## config.mk

```make
export PLATFORM = sky130hd
export DESIGN_NAME = decel_classifier_gen2
export DESIGN_NICKNAME = d
export VERILOG_FILES = /design/src/rtl/decel_pkg.sv /design/src/rtl/sample_debounce.sv /design/src/rtl/decel_classifier_gen2.sv
export SDC_FILE = /design/constraint.sdc
export NUM_CORES = 1
export LEC_CHECK = 0
export ABC_AREA = 1
export CORE_MARGIN = 2
export CORE_UTILIZATION = 40
export DETAILED_ROUTE_END_ITERATION = 10
export GPL_ROUTABILITY_DRIVEN = 0
export GPL_TIMING_DRIVEN = 0
export PLACE_DENSITY = 0.6
export SKIP_LAST_GASP = 1
export SLEW_MARGIN = 25
export SYNTH_ARGS = -nofsm -noshare
export SYNTH_HDL_FRONTEND = slang
export SYNTH_SLANG_ARGS = --single-unit
```

## constraint.sdc

```tcl
create_clock -name sys_clk -period 11.5 [get_ports sys_clk]
set_input_delay 2.3 -clock sys_clk [delete_from_list [all_inputs] [get_ports sys_clk]]
set_output_delay 2.3 -clock sys_clk [all_outputs]
set_load 0.05 [all_outputs]
```

## src/rtl/decel_pkg.sv

```systemverilog
// Shared types and helpers for the deceleration classifier: sensitivity
// encoding, per-stage threshold and thermometer encoding.
package decel_pkg;

    typedef enum logic [1:0] {
        SEN_LOW  = 2'b00,
        SEN_MED  = 2'b01,
        SEN_HIGH = 2'b10,
        SEN_OFF  = 2'b11
    } sen_t;

    // Widest stage vector the thermometer helper supports.
    localparam int MAX_STAGES = 8;

    // Stage-k threshold for a sensitivity. SEN_OFF yields 0; the level is forced
    // to 0 in that mode, so the value never reaches an output.
    function automatic int th(input sen_t sen, input int k,
                              input int base_low, input int base_med, input int base_high,
                              input int step_low, input int step_med, input int step_high);
        int r;
        case (sen)
            SEN_LOW:  r = base_low  + k * step_low;
            SEN_MED:  r = base_med  + k * step_med;
            SEN_HIGH: r = base_high + k * step_high;
            default:  r = 0;
        endcase
        return r;
    endfunction

    // Thermometer code: bit i set iff level > i.
    function automatic logic [MAX_STAGES-1:0] therm(input int level);
        logic [MAX_STAGES-1:0] t;
        for (int i = 0; i < MAX_STAGES; i++) t[i] = (level > i);
        return t;
    endfunction

endpackage

```

## src/rtl/sample_debounce.sv

```systemverilog
// Per-lane sample-count debounce: a lane's output follows its input only after
// DEPTH consecutive valid samples disagree with the current output.
module sample_debounce #(
    parameter int N     = 1,
    parameter int DEPTH = 4
) (
    input  logic         clk,
    input  logic         rst_n,
    input  logic         valid,
    input  logic [N-1:0] in,
    output logic [N-1:0] out
);
    localparam int CW = $clog2(DEPTH + 1);

    logic [CW-1:0] cnt [N];

    // Count consecutive disagreeing samples per lane; an agreeing sample restarts the count.
    always_ff @(posedge clk or negedge rst_n) begin
        if (!rst_n) begin
            out <= '0;
            // NOTE: this counter array is a handful of flops, not a RAM, so it is reset like any other state.
            for (int i = 0; i < N; i++) cnt[i] <= '0;
        end else if (valid) begin
            for (int i = 0; i < N; i++) begin
                if (in[i] == out[i]) begin
                    cnt[i] <= '0;
                end else if (cnt[i] == CW'(DEPTH - 1)) begin
                    out[i] <= in[i];
                    cnt[i] <= '0;
                end else begin
                    cnt[i] <= cnt[i] + CW'(1);
                end
            end
        end
    end

endmodule

```

## src/rtl/decel_classifier_gen2.sv

```systemverilog
// Deceleration classifier: maps Z samples to a debounced, hysteretic, held
// brake-light level with stale-sample supervision; X samples drive tipover.
module decel_classifier_gen2
    import decel_pkg::*;
#(
    parameter int DATA_W           = 14,
    parameter int NUM_STAGES       = 2,
    parameter int TH_BASE_LOW      = 1025,
    parameter int TH_BASE_MED      = 820,
    parameter int TH_BASE_HIGH     = 615,
    parameter int TH_STEP_LOW      = 820,
    parameter int TH_STEP_MED      = 615,
    parameter int TH_STEP_HIGH     = 410,
    parameter int MAX_G            = 4000,
    parameter int HYST             = 41,
    parameter int DEBOUNCE_SAMPLES = 125,
    parameter int MIN_HOLD_CYCLES  = 1560000,
    parameter int TIMEOUT_CYCLES   = 20800,
    parameter int TIP_LO           = 3300,
    parameter int TIP_HI           = 13084,
    parameter int TIP_DEBOUNCE     = 50
) (
    input  logic                     sys_clk,
    input  logic                     rst_n,
    input  logic signed [DATA_W-1:0] z_data,
    input  logic                     z_valid,
    input  logic signed [DATA_W-1:0] x_data,
    input  logic                     x_valid,
    input  logic [1:0]               sen_setting,
    input  logic                     test,
    output logic [NUM_STAGES-1:0]    stage_out,
    output logic                     any_active,
    output logic                     stale,
    output logic                     tipover
);
    localparam int TH_W   = DATA_W + $clog2(NUM_STAGES) + 2;
    localparam int LVL_W  = $clog2(NUM_STAGES + 1);
    localparam int DB_W   = $clog2(DEBOUNCE_SAMPLES + 1);
    localparam int HOLD_W = $clog2(MIN_HOLD_CYCLES + 1);
    localparam int TO_W   = $clog2(TIMEOUT_CYCLES + 1);

    sen_t                   sen, sen_q;
    logic signed [TH_W-1:0] z_ext, th_k;
    logic [LVL_W-1:0]       raw_level, cur_level, cand_level, cand_next, last_raw, drop_src;
    logic [DB_W-1:0]        cand_cnt;
    logic [HOLD_W-1:0]      hold_cnt;
    logic [TO_W-1:0]        timeout_cnt;
    logic [NUM_STAGES-1:0]  byp_q;
    logic                   expire, mode_clear, in_window;
    int                     x_val;

    assign sen        = sen_t'(sen_setting);
    assign z_ext      = TH_W'(z_data);
    assign mode_clear = (sen == SEN_OFF) || (sen != sen_q);
    assign expire     = !z_valid && (timeout_cnt == TO_W'(TIMEOUT_CYCLES - 1));

    // Raw level: count of thresholds met, with hysteresis on stages already lit.
    always_comb begin
        // NOTE: every variable gets a default first so no path leaves it unassigned and no latch is inferred.
        raw_level = '0;
        th_k      = '0;
        for (int k = 0; k < NUM_STAGES; k++) begin
            th_k = TH_W'(th(sen, k, TH_BASE_LOW, TH_BASE_MED, TH_BASE_HIGH,
                            TH_STEP_LOW, TH_STEP_MED, TH_STEP_HIGH));
            if (k < int'(cur_level)) th_k = th_k - TH_W'(HYST);
            if (z_ext >= th_k) raw_level = raw_level + LVL_W'(1);
        end
        if (z_data[DATA_W-1] || z_ext >= TH_W'(MAX_G)) raw_level = '0;
    end

    // Candidate tracks the minimum qualifying level; drops use the freshest raw level.
    always_comb begin
        cand_next = (cand_cnt == '0 || raw_level < cand_level) ? raw_level : cand_level;
        drop_src  = z_valid ? raw_level : last_raw;
    end

    // Filtered level state: rise debounce, hold, drop, timeout and mode clears.
    always_ff @(posedge sys_clk or negedge rst_n) begin
        if (!rst_n) begin
            sen_q      <= SEN_LOW;
            cur_level  <= '0;
            cand_level <= '0;
            cand_cnt   <= '0;
            hold_cnt   <= '0;
            last_raw   <= '0;
        end else begin
            // NOTE: non-blocking assignments make every flop sample pre-edge values, independent of statement order.
            sen_q <= sen;
            if (hold_cnt != '0) hold_cnt <= hold_cnt - HOLD_W'(1);
            if (z_valid) last_raw <= raw_level;
            if (mode_clear || expire) begin
                cur_level  <= '0;
                cand_level <= '0;
                cand_cnt   <= '0;
                hold_cnt   <= '0;
            end else begin
                if (z_valid) begin
                    if (raw_level > cur_level) begin
                        if (cand_cnt == DB_W'(DEBOUNCE_SAMPLES - 1)) begin
                            cur_level  <= cand_next;
                            hold_cnt   <= HOLD_W'(MIN_HOLD_CYCLES);
                            cand_cnt   <= '0;
                            cand_level <= '0;
                        end else begin
                            cand_cnt   <= cand_cnt + DB_W'(1);
                            cand_level <= cand_next;
                        end
                    end else begin
                        cand_cnt   <= '0;
                        cand_level <= '0;
                    end
                end
                if (hold_cnt == '0 && drop_src < cur_level) cur_level <= drop_src;
            end
        end
    end

    // Stale supervision: count idle cycles, flag stale once the budget is used up.
    always_ff @(posedge sys_clk or negedge rst_n) begin
        if (!rst_n) begin
            timeout_cnt <= '0;
            stale       <= 1'b1;
        end else if (z_valid) begin
            timeout_cnt <= '0;
            stale       <= 1'b0;
        end else if (timeout_cnt != TO_W'(TIMEOUT_CYCLES)) begin
            timeout_cnt <= timeout_cnt + TO_W'(1);
            if (expire) stale <= 1'b1;
        end
    end

    // Bypass register: unfiltered thermometer of each raw sample, forced off by mode clears.
    always_ff @(posedge sys_clk or negedge rst_n) begin
        if (!rst_n) begin
            byp_q <= '0;
        end else if (mode_clear) begin
            byp_q <= '0;
        end else if (z_valid) begin
            byp_q <= NUM_STAGES'(therm(int'(raw_level)));
        end
    end

    assign stage_out  = test ? byp_q : NUM_STAGES'(therm(int'(cur_level)));
    assign any_active = |stage_out;

    assign x_val     = int'(x_data);
    assign in_window = (x_val >= TIP_LO) && (x_val < TIP_HI);

    sample_debounce #(
        .N     (1),
        .DEPTH (TIP_DEBOUNCE)
    ) u_tip_debounce (
        .clk   (sys_clk),
        .rst_n (rst_n),
        .valid (x_valid),
        .in    (in_window),
        .out   (tipover)
    );

endmodule

```

==> run metrics, run 1 <==
status=finished, final reports clean; share of cells above drive strength 1=between 8 and 9%; Netlist cell types=47; crit-path max cell delay=0.66 ns; setup_tns=0 ns; CTS Sinks=61; Top FF cell, synth=dfrtp_1; clock-pin transition on the worst setup and hold timing paths=0.05 ns; H-tree depth=3; slew margin rel.=~65%; vias in the first global route=4583; final cell count without fillers=870; final hold viol count=0; CP Data Required Time=11.74 ns; Hold Crit Start=stale; RSZ-0062 raised after global routing=no; worst r2r path cells=27; Hold Crit Class=reg2reg; WP buf/inv=9; Worst Hold End=stale; WS Path Type=in2reg; 1st-iter DRT viols=339; crit path time final=6.72 ns; first-pass GRT wire length=20700 µm; setup fix buffers added after clock tree synthesis=0; worst r2r src=cur_level[1]; Initial DRT Pass Iterations=5; Final Skew=0.00296 ns; CTS Buffer Depth=2; CTS tree=done; Post-DP HPWL=9240 µm; highest clock rate=149 MHz; Placed Cells=roughly 860; drt wl/cell=approximately 14 µm; worst hold stages=2; Setup-failing EPs final=0; I/O pin cnt=40; leading cell type in the layout, fill and taps excluded=nand2_1; power density over cell area=between 200 and 250 mW/mm²; Area growth syn-to-layout=17.0%; Hold WS=0.477 ns; Leak Pwr=just under 3 nW; Starting Density=41.1%; Die ar.=0.0132 mm²; Peak VDD IR=about 120 µV; Avg Cell Area, Syn=approximately 7.4 µm²; actual slew at the worst max-slew pin=approximately 0.53 ns; Critical Path Start=sen_setting[0]; reg2reg end=hold_cnt[19]; register area share after synthesis=between 30% and 40%; final-stage net count=just over 800; GRT Overall Usage=~19%; residual DRC count=0; Reg2Reg Setup Slack=6.83 ns; Cells after Synth=670; syn nets=757; Detail Route Antenna Nets=0; Post-synth EDFFs=0; CTS root buf=clkbuf_16; cell repeated most along the worst path=inv_1; core area=0.0120 mm²; fin. max-slew vios=0; latest clock arrival within the worst-skew pair=about 0.33 ns; cts repair resizes=0; Placement Setup Slack=between 4 and 5 ns; most frequent cells in the layout=nand2_1, inv_1, nor2_1; Post-synth ARST share=100%; type of origin of the critical path=primary input; Max-cap violations=0; overflow left after global routing=0; vias per cell=5.27; Port Buffers=37; worst-path fanout max=8; hold_buf cts=0; number of diodes=0; register bit count reported by yosys=~60; CP endpoint kind=flop; initial antenna violation count=0; slowest CP cell=clkdlybuf4s50_1; largest net degree at the start of global routing=50; vias post-DR=4589; kind of cell adding the most delay to the critical path=buffers and inverters; CTS Buf Count=9; Design Power=around 0.0012 W; die width=115 µm; Ys Warns=0; crit share post-route=58.4%; die height=~120 µm; FP Rows=40; Worst Path Arrival=6.95 ns; cell area after synthesis=0.00493 mm²; Final WS setup=approximately 4.8 ns; DRT Wirelength=11800 µm
[report_power, final]
group          total (W)  switching (W)  internal, W
Sequential      0.000291      0.0000395     0.000252
Clock           0.000241      0.0000910     0.000150
Combinational   0.000707       0.000448     0.000259
Total            0.00124       0.000579     0.000660
[layout make-up]
| type | instances | area [µm²] |
|---|---|---|
| timing repair buffer | 38 | 395 |
| buffer | 10 | 55.1 |
| inverter | 100 | 380 |
| clock inverter | 2 | 10.0 |
| sequential | 61 | 1530 |
| tap | 147 | 184 |
| clock buffer | 13 | 250 |
| multi-input combinational | 499 | 2970 |
| fill | 1209 | 6240 |
[layer usage]
layer | up-vias | share of wire (%) | GRT usage, %
li1 | 2329 | - | -
met1 | 2142 | 49 | 26.4
met2 | 104 | 46 | 31.6
met3 | 14 | 4.3 | 3.64
met4 | 0 | 1.3 | 5.94
met5 | - | 0 | 0
[how the worst max path moves through the flow]
stage	end	slack [ns]	cells past startpoint
final	hold_cnt[19]	4.78	27
after global routing	hold_cnt[13]	4.26	28
after CTS	hold_cnt[19]	4.79	27
after detailed placement	hold_cnt[4]	4.47	27
after global placement	hold_cnt[4]	4.56	27
after floorplan	any_active	5.32	2
[kinds of logic (layout without fill, tap and decap cells)]
logic type	after synthesis	in the layout	synth area share [%]
AOI/OAI and AO/OA	111	111	13.1
xor gates and xnor gates	14	14	2.49
adders and majority gates	52	52	13.2
buffers and inverters	110	163	8.83
DFF	61	61	31.0
and+or+nand+nor	322	322	31.4
[synthesized netlist by cell type (2+ instances only)]
cell type / count / area share (%)
a21o_1: 3 / 0.46
a21oi_1: 30 / 3.0
a31oi_1: 2 / 0.25
buf_2: 2 / 0.20
buf_6: 2 / 0.46
clkbuf_1: 6 / 0.46
clkinv_1: 2 / 0.15
dfrtp_1: 60 / 30
ha_1: 52 / 13
inv_1: 87 / 6.6
inv_2: 9 / 0.68
inv_4: 2 / 0.25
nand2_1: 130 / 9.9
nand2_4: 4 / 0.91
nand3_1: 59 / 6.0
nand3_2: 2 / 0.41
nand3_4: 2 / 0.71
nand3b_1: 2 / 0.30
nand4_1: 11 / 1.4
nor2_1: 63 / 4.8
nor2_2: 5 / 0.63
nor2_4: 5 / 1.1
nor3_1: 18 / 1.8
nor3_2: 2 / 0.41
nor3b_1: 2 / 0.30
nor4_1: 5 / 0.63
nor4_2: 2 / 0.51
o211ai_1: 3 / 0.46
o21a_1: 6 / 0.91
o21ai_0: 44 / 4.5
o21bai_1: 2 / 0.30
o22ai_1: 6 / 0.76
o31ai_1: 8 / 1.2
o32ai_1: 2 / 0.36
or2_2: 6 / 0.76
xnor2_1: 2 / 0.36
xor2_1: 12 / 2.1
[worst reg2reg max path, delay by kind of cell, from the launching register on]
kind / cells / cell delay (ns)
DFF: 1 / 0.33
xor gates and xnor gates: 1 / 0.16
AOI/OAI and AO/OA: 5 / 0.81
and+or+nand+nor: 9 / 1.29
adders and majority gates: 3 / 0.76
buffers and inverters: 9 / 1.23
[sequential cells by signal, indices dropped and copies added, names as in the netlist]
register,count
cand_level,2
byp_q,2
cand_cnt,7
u_tip_debounce.cnt,6
last_raw,2
hold_cnt,21
cur_level,2
sen_q,2
stale,1
timeout_cnt,15
u_tip_debounce.out,1
[metrics by stage]
stage          cell area [µm²]  util (%)
2_1_floorplan             4930         -
3_3_place_gp              5490      45.7
3_5_place_dp              5510      45.9
4_1_cts                   5770      48.1
5_1_grt                   5770      48.1
6_report                  5770      48.1
No activity file was read; power rests on OpenSTA's default activity.
==> run 2: changes to the inputs <==
==> constraint.sdc (replaced) <==
create_clock -name sys_clk -period 7 [get_ports sys_clk]
set_input_delay 1.4 -clock sys_clk [delete_from_list [all_inputs] [get_ports sys_clk]]
set_output_delay 1.4 -clock sys_clk [all_outputs]
set_load 0.05 [all_outputs]
==> results of run 2 <==
The final DEF is identical to that of run 1. Status: finished, final reports clean.
Main changes from that run: setup slack after placement 4.47 ns -> 0.865 ns; setup slack after layout 4.78 ns -> 1.18 ns; register-to-register setup slack 6.83 ns -> 2.33 ns; total power 0.00124 W -> 0.00204 W; worst IR drop on VDD 118 µV -> 193 µV
==> run 3: changes to the inputs <==
--- a/config.mk
+++ b/config.mk
@@ -11,7 +11,7 @@
 export DETAILED_ROUTE_END_ITERATION = 10
 export GPL_ROUTABILITY_DRIVEN = 0
 export GPL_TIMING_DRIVEN = 0
-export PLACE_DENSITY = 0.6
+export PLACE_DENSITY = 0.63
 export SKIP_LAST_GASP = 1
 export SLEW_MARGIN = 25
 export SYNTH_ARGS = -nofsm -noshare
==> constraint.sdc (replaced) <==
create_clock -name sys_clk -period 4.9 [get_ports sys_clk]
set_input_delay 0.98 -clock sys_clk [delete_from_list [all_inputs] [get_ports sys_clk]]
set_output_delay 0.98 -clock sys_clk [all_outputs]
set_load 0.05 [all_outputs]
==> run metrics, run 3 (synthesis results as in run 1) <==
leading cell type in the layout, fill and taps excluded=nand2_1; crit share post-route=93.3%; largest net degree at the start of global routing=51 (+2.0%); first-pass GRT wire length=19800 µm (-4.4%); WS Path Type=in2reg; die width=115 µm (unchanged); Critical Path Start=sen_setting[0]; CTS Sinks=61 (unchanged); internal power=between 0.0015 and 0.002 W; CTS Buffer Depth=2 (unchanged); Peak VDD IR=approximately 290 µV; Detail Route Antenna Nets=0 (unchanged); WP buf/inv=5 (-4); Largest Register=hold_cnt; I/O pin cnt=40 (unchanged); post-layout util=48.4% (+0.30 points); status=finished, final reports clean; Worst Path Arrival=between 4 and 5 ns; CTS Buf Count=9 (unchanged); clock-pin transition on the worst setup and hold timing paths=0.05 ns (about the same); actual slew at the worst max-slew pin=0.543 ns (+0.0128 ns); Clk pwr share=20.2% (+0.8 points); CTS root buf=clkbuf_16; vias in the first global route=4268 (-6.9%); slew margin rel.=63.8% (-0.85 points); core area=0.0120 mm² (unchanged); DRT Wirelength=11700 µm (-1.0%); Hold WS=0.473 ns (-0.00388 ns); Setup-failing EPs final=0 (unchanged); highest clock rate=219 MHz; final hold viol count=0 (unchanged); drt wl/cell=13.4 µm (-1.3%); share of cells above drive strength 1=9.66% (+1.2 points); hold_buf cts=0 (unchanged); overflow left after global routing=0 (unchanged); kind of cell adding the most delay to the critical path=simple AND/OR/NAND/NOR gates; vias post-DR=4587 (-0.044%); initial antenna violation count=0 (unchanged); most frequent cells in the layout=nand2_1, inv_1, nor2_1; CP endpoint kind=flop; Port Buffers=37 (unchanged); worst r2r src=cur_level[1]; slowest CP cell=or2_2; crit path time final=~4.6 ns; placed inst area=0.00551 mm² (unchanged); 1st-iter DRT viols=282 (-17%); Sw Ratio=46.2%; combinational share of power=56.7% (-0.3 points); cell repeated most along the worst path=nand2_1; Leak Pwr=2.91 nW (+0.45%); Finished Cell Area=0.00581 mm² (+0.63%); Final WS setup=~0.33 ns; number of diodes=0 (unchanged); top flop regs=hold_cnt (21), timeout_cnt (15), cand_cnt (7); GRT Overall Usage=18.7% (-0.71 points); Largest register FFs=21 (unchanged); vias per cell=5.26 (-0.27%); Max-cap violations=0 (unchanged); Net Sw Power=approximately 0.0014 W; type of origin of the critical path=primary input; Area growth syn-to-layout=17.8%; Post-DP HPWL=9050 µm (-2.1%); Placement Setup Slack=-0.745 ns; Starting Density=41.1% (unchanged); FP Rows=40 (unchanged); residual DRC count=0 (unchanged); Hold Crit Start=stale; CP Data Required Time=5.13 ns; CTS tree=done; worst-path fanout max=8 (unchanged); Die ar.=0.0132 mm² (unchanged); setup_tns=0 ns (unchanged); Flop pwr share=23.1% (-0.4 points); Initial DRT Pass Iterations=5 (unchanged); power density over cell area=between 500 and 600 mW/mm²; die height=115 µm (unchanged); crit-path max cell delay=0.33 ns (-0.33 ns); Final Skew=0.00889 ns (+0.00593 ns); final-stage net count=807 (+0.12%); Hold Crit Class=reg2reg; fin. max-slew vios=0 (unchanged); latest clock arrival within the worst-skew pair=0.33 ns (about the same); H-tree depth=3 (unchanged)
==> run 3: cell count changes in the layout (fill, tap and decap cells not counted), moves of 2 or more <==
cell             delta
clkbuf_8            +2
buf_2               +3
clkdlybuf4s50_1     -2
inv_1               -2
==> run 3: final timing paths <==
kind | end | slack, ns | cells after the start
max in group asynchronous | stale | 3.84 | 2
min | stale | 0.47 | 2
max reg2reg | hold_cnt[13] | 0.42 | 25
max | hold_cnt[13] | 0.33 | 26
min in group asynchronous | hold_cnt[1] | 0.50 | 1
min reg2reg | stale | 0.47 | 2
==> run 3: through the flow <==
step	total power (W)	instances
global placement	0.00231	854
floorplan	0.00197	670
global route	0.00322	872
CTS	0.00295	871
detailed placement	0.00233	855
finish	0.00294	872
==> run 3: layer usage <==
metal / track usage, % / wire length (µm) / vias to the layer above
met3: 4.74 / 546 / 12
met5: 0 / 0 / -
met4: 4.10 / 123 / 0
li1: - / - / 2326
met1: 26.4 / 5820 / 2152
met2: 29.1 / 5210 / 97
==> run 3: tightest hold or removal path, delay by kind of cell (launching register included) <==
family,cells,cell delay (ns)
simple gates,2,0.11
flops,1,0.36
==> run 3: timing repair <==
action	4_1_cts	5_1_grt
resized for setup	6	14
setup endpoints to repair	31	31
buffers inserted	0	1
pin swaps	0	3
==> run 3: layout make-up <==
class                      instances  area [µm²]
inverter                         100         383
multi-input combinational        499        2980
clock buffer                      15         278
buffer                            10        56.3
fill                            1180        6200
clock inverter                     1        5.00
timing repair buffer              39         393
tap                              147         184
sequential                        61        1530
==> run 3: power groups by stage <==
stage	registers [W]	clock network (W)	logic (W)
floorplan	0.000668	0	0.00131
global placement	0.000684	0	0.00163
detailed placement	0.000687	0	0.00164
CTS	0.000679	0.000611	0.00165
global route	0.000692	0.000636	0.00189
finish	0.000681	0.000594	0.00167
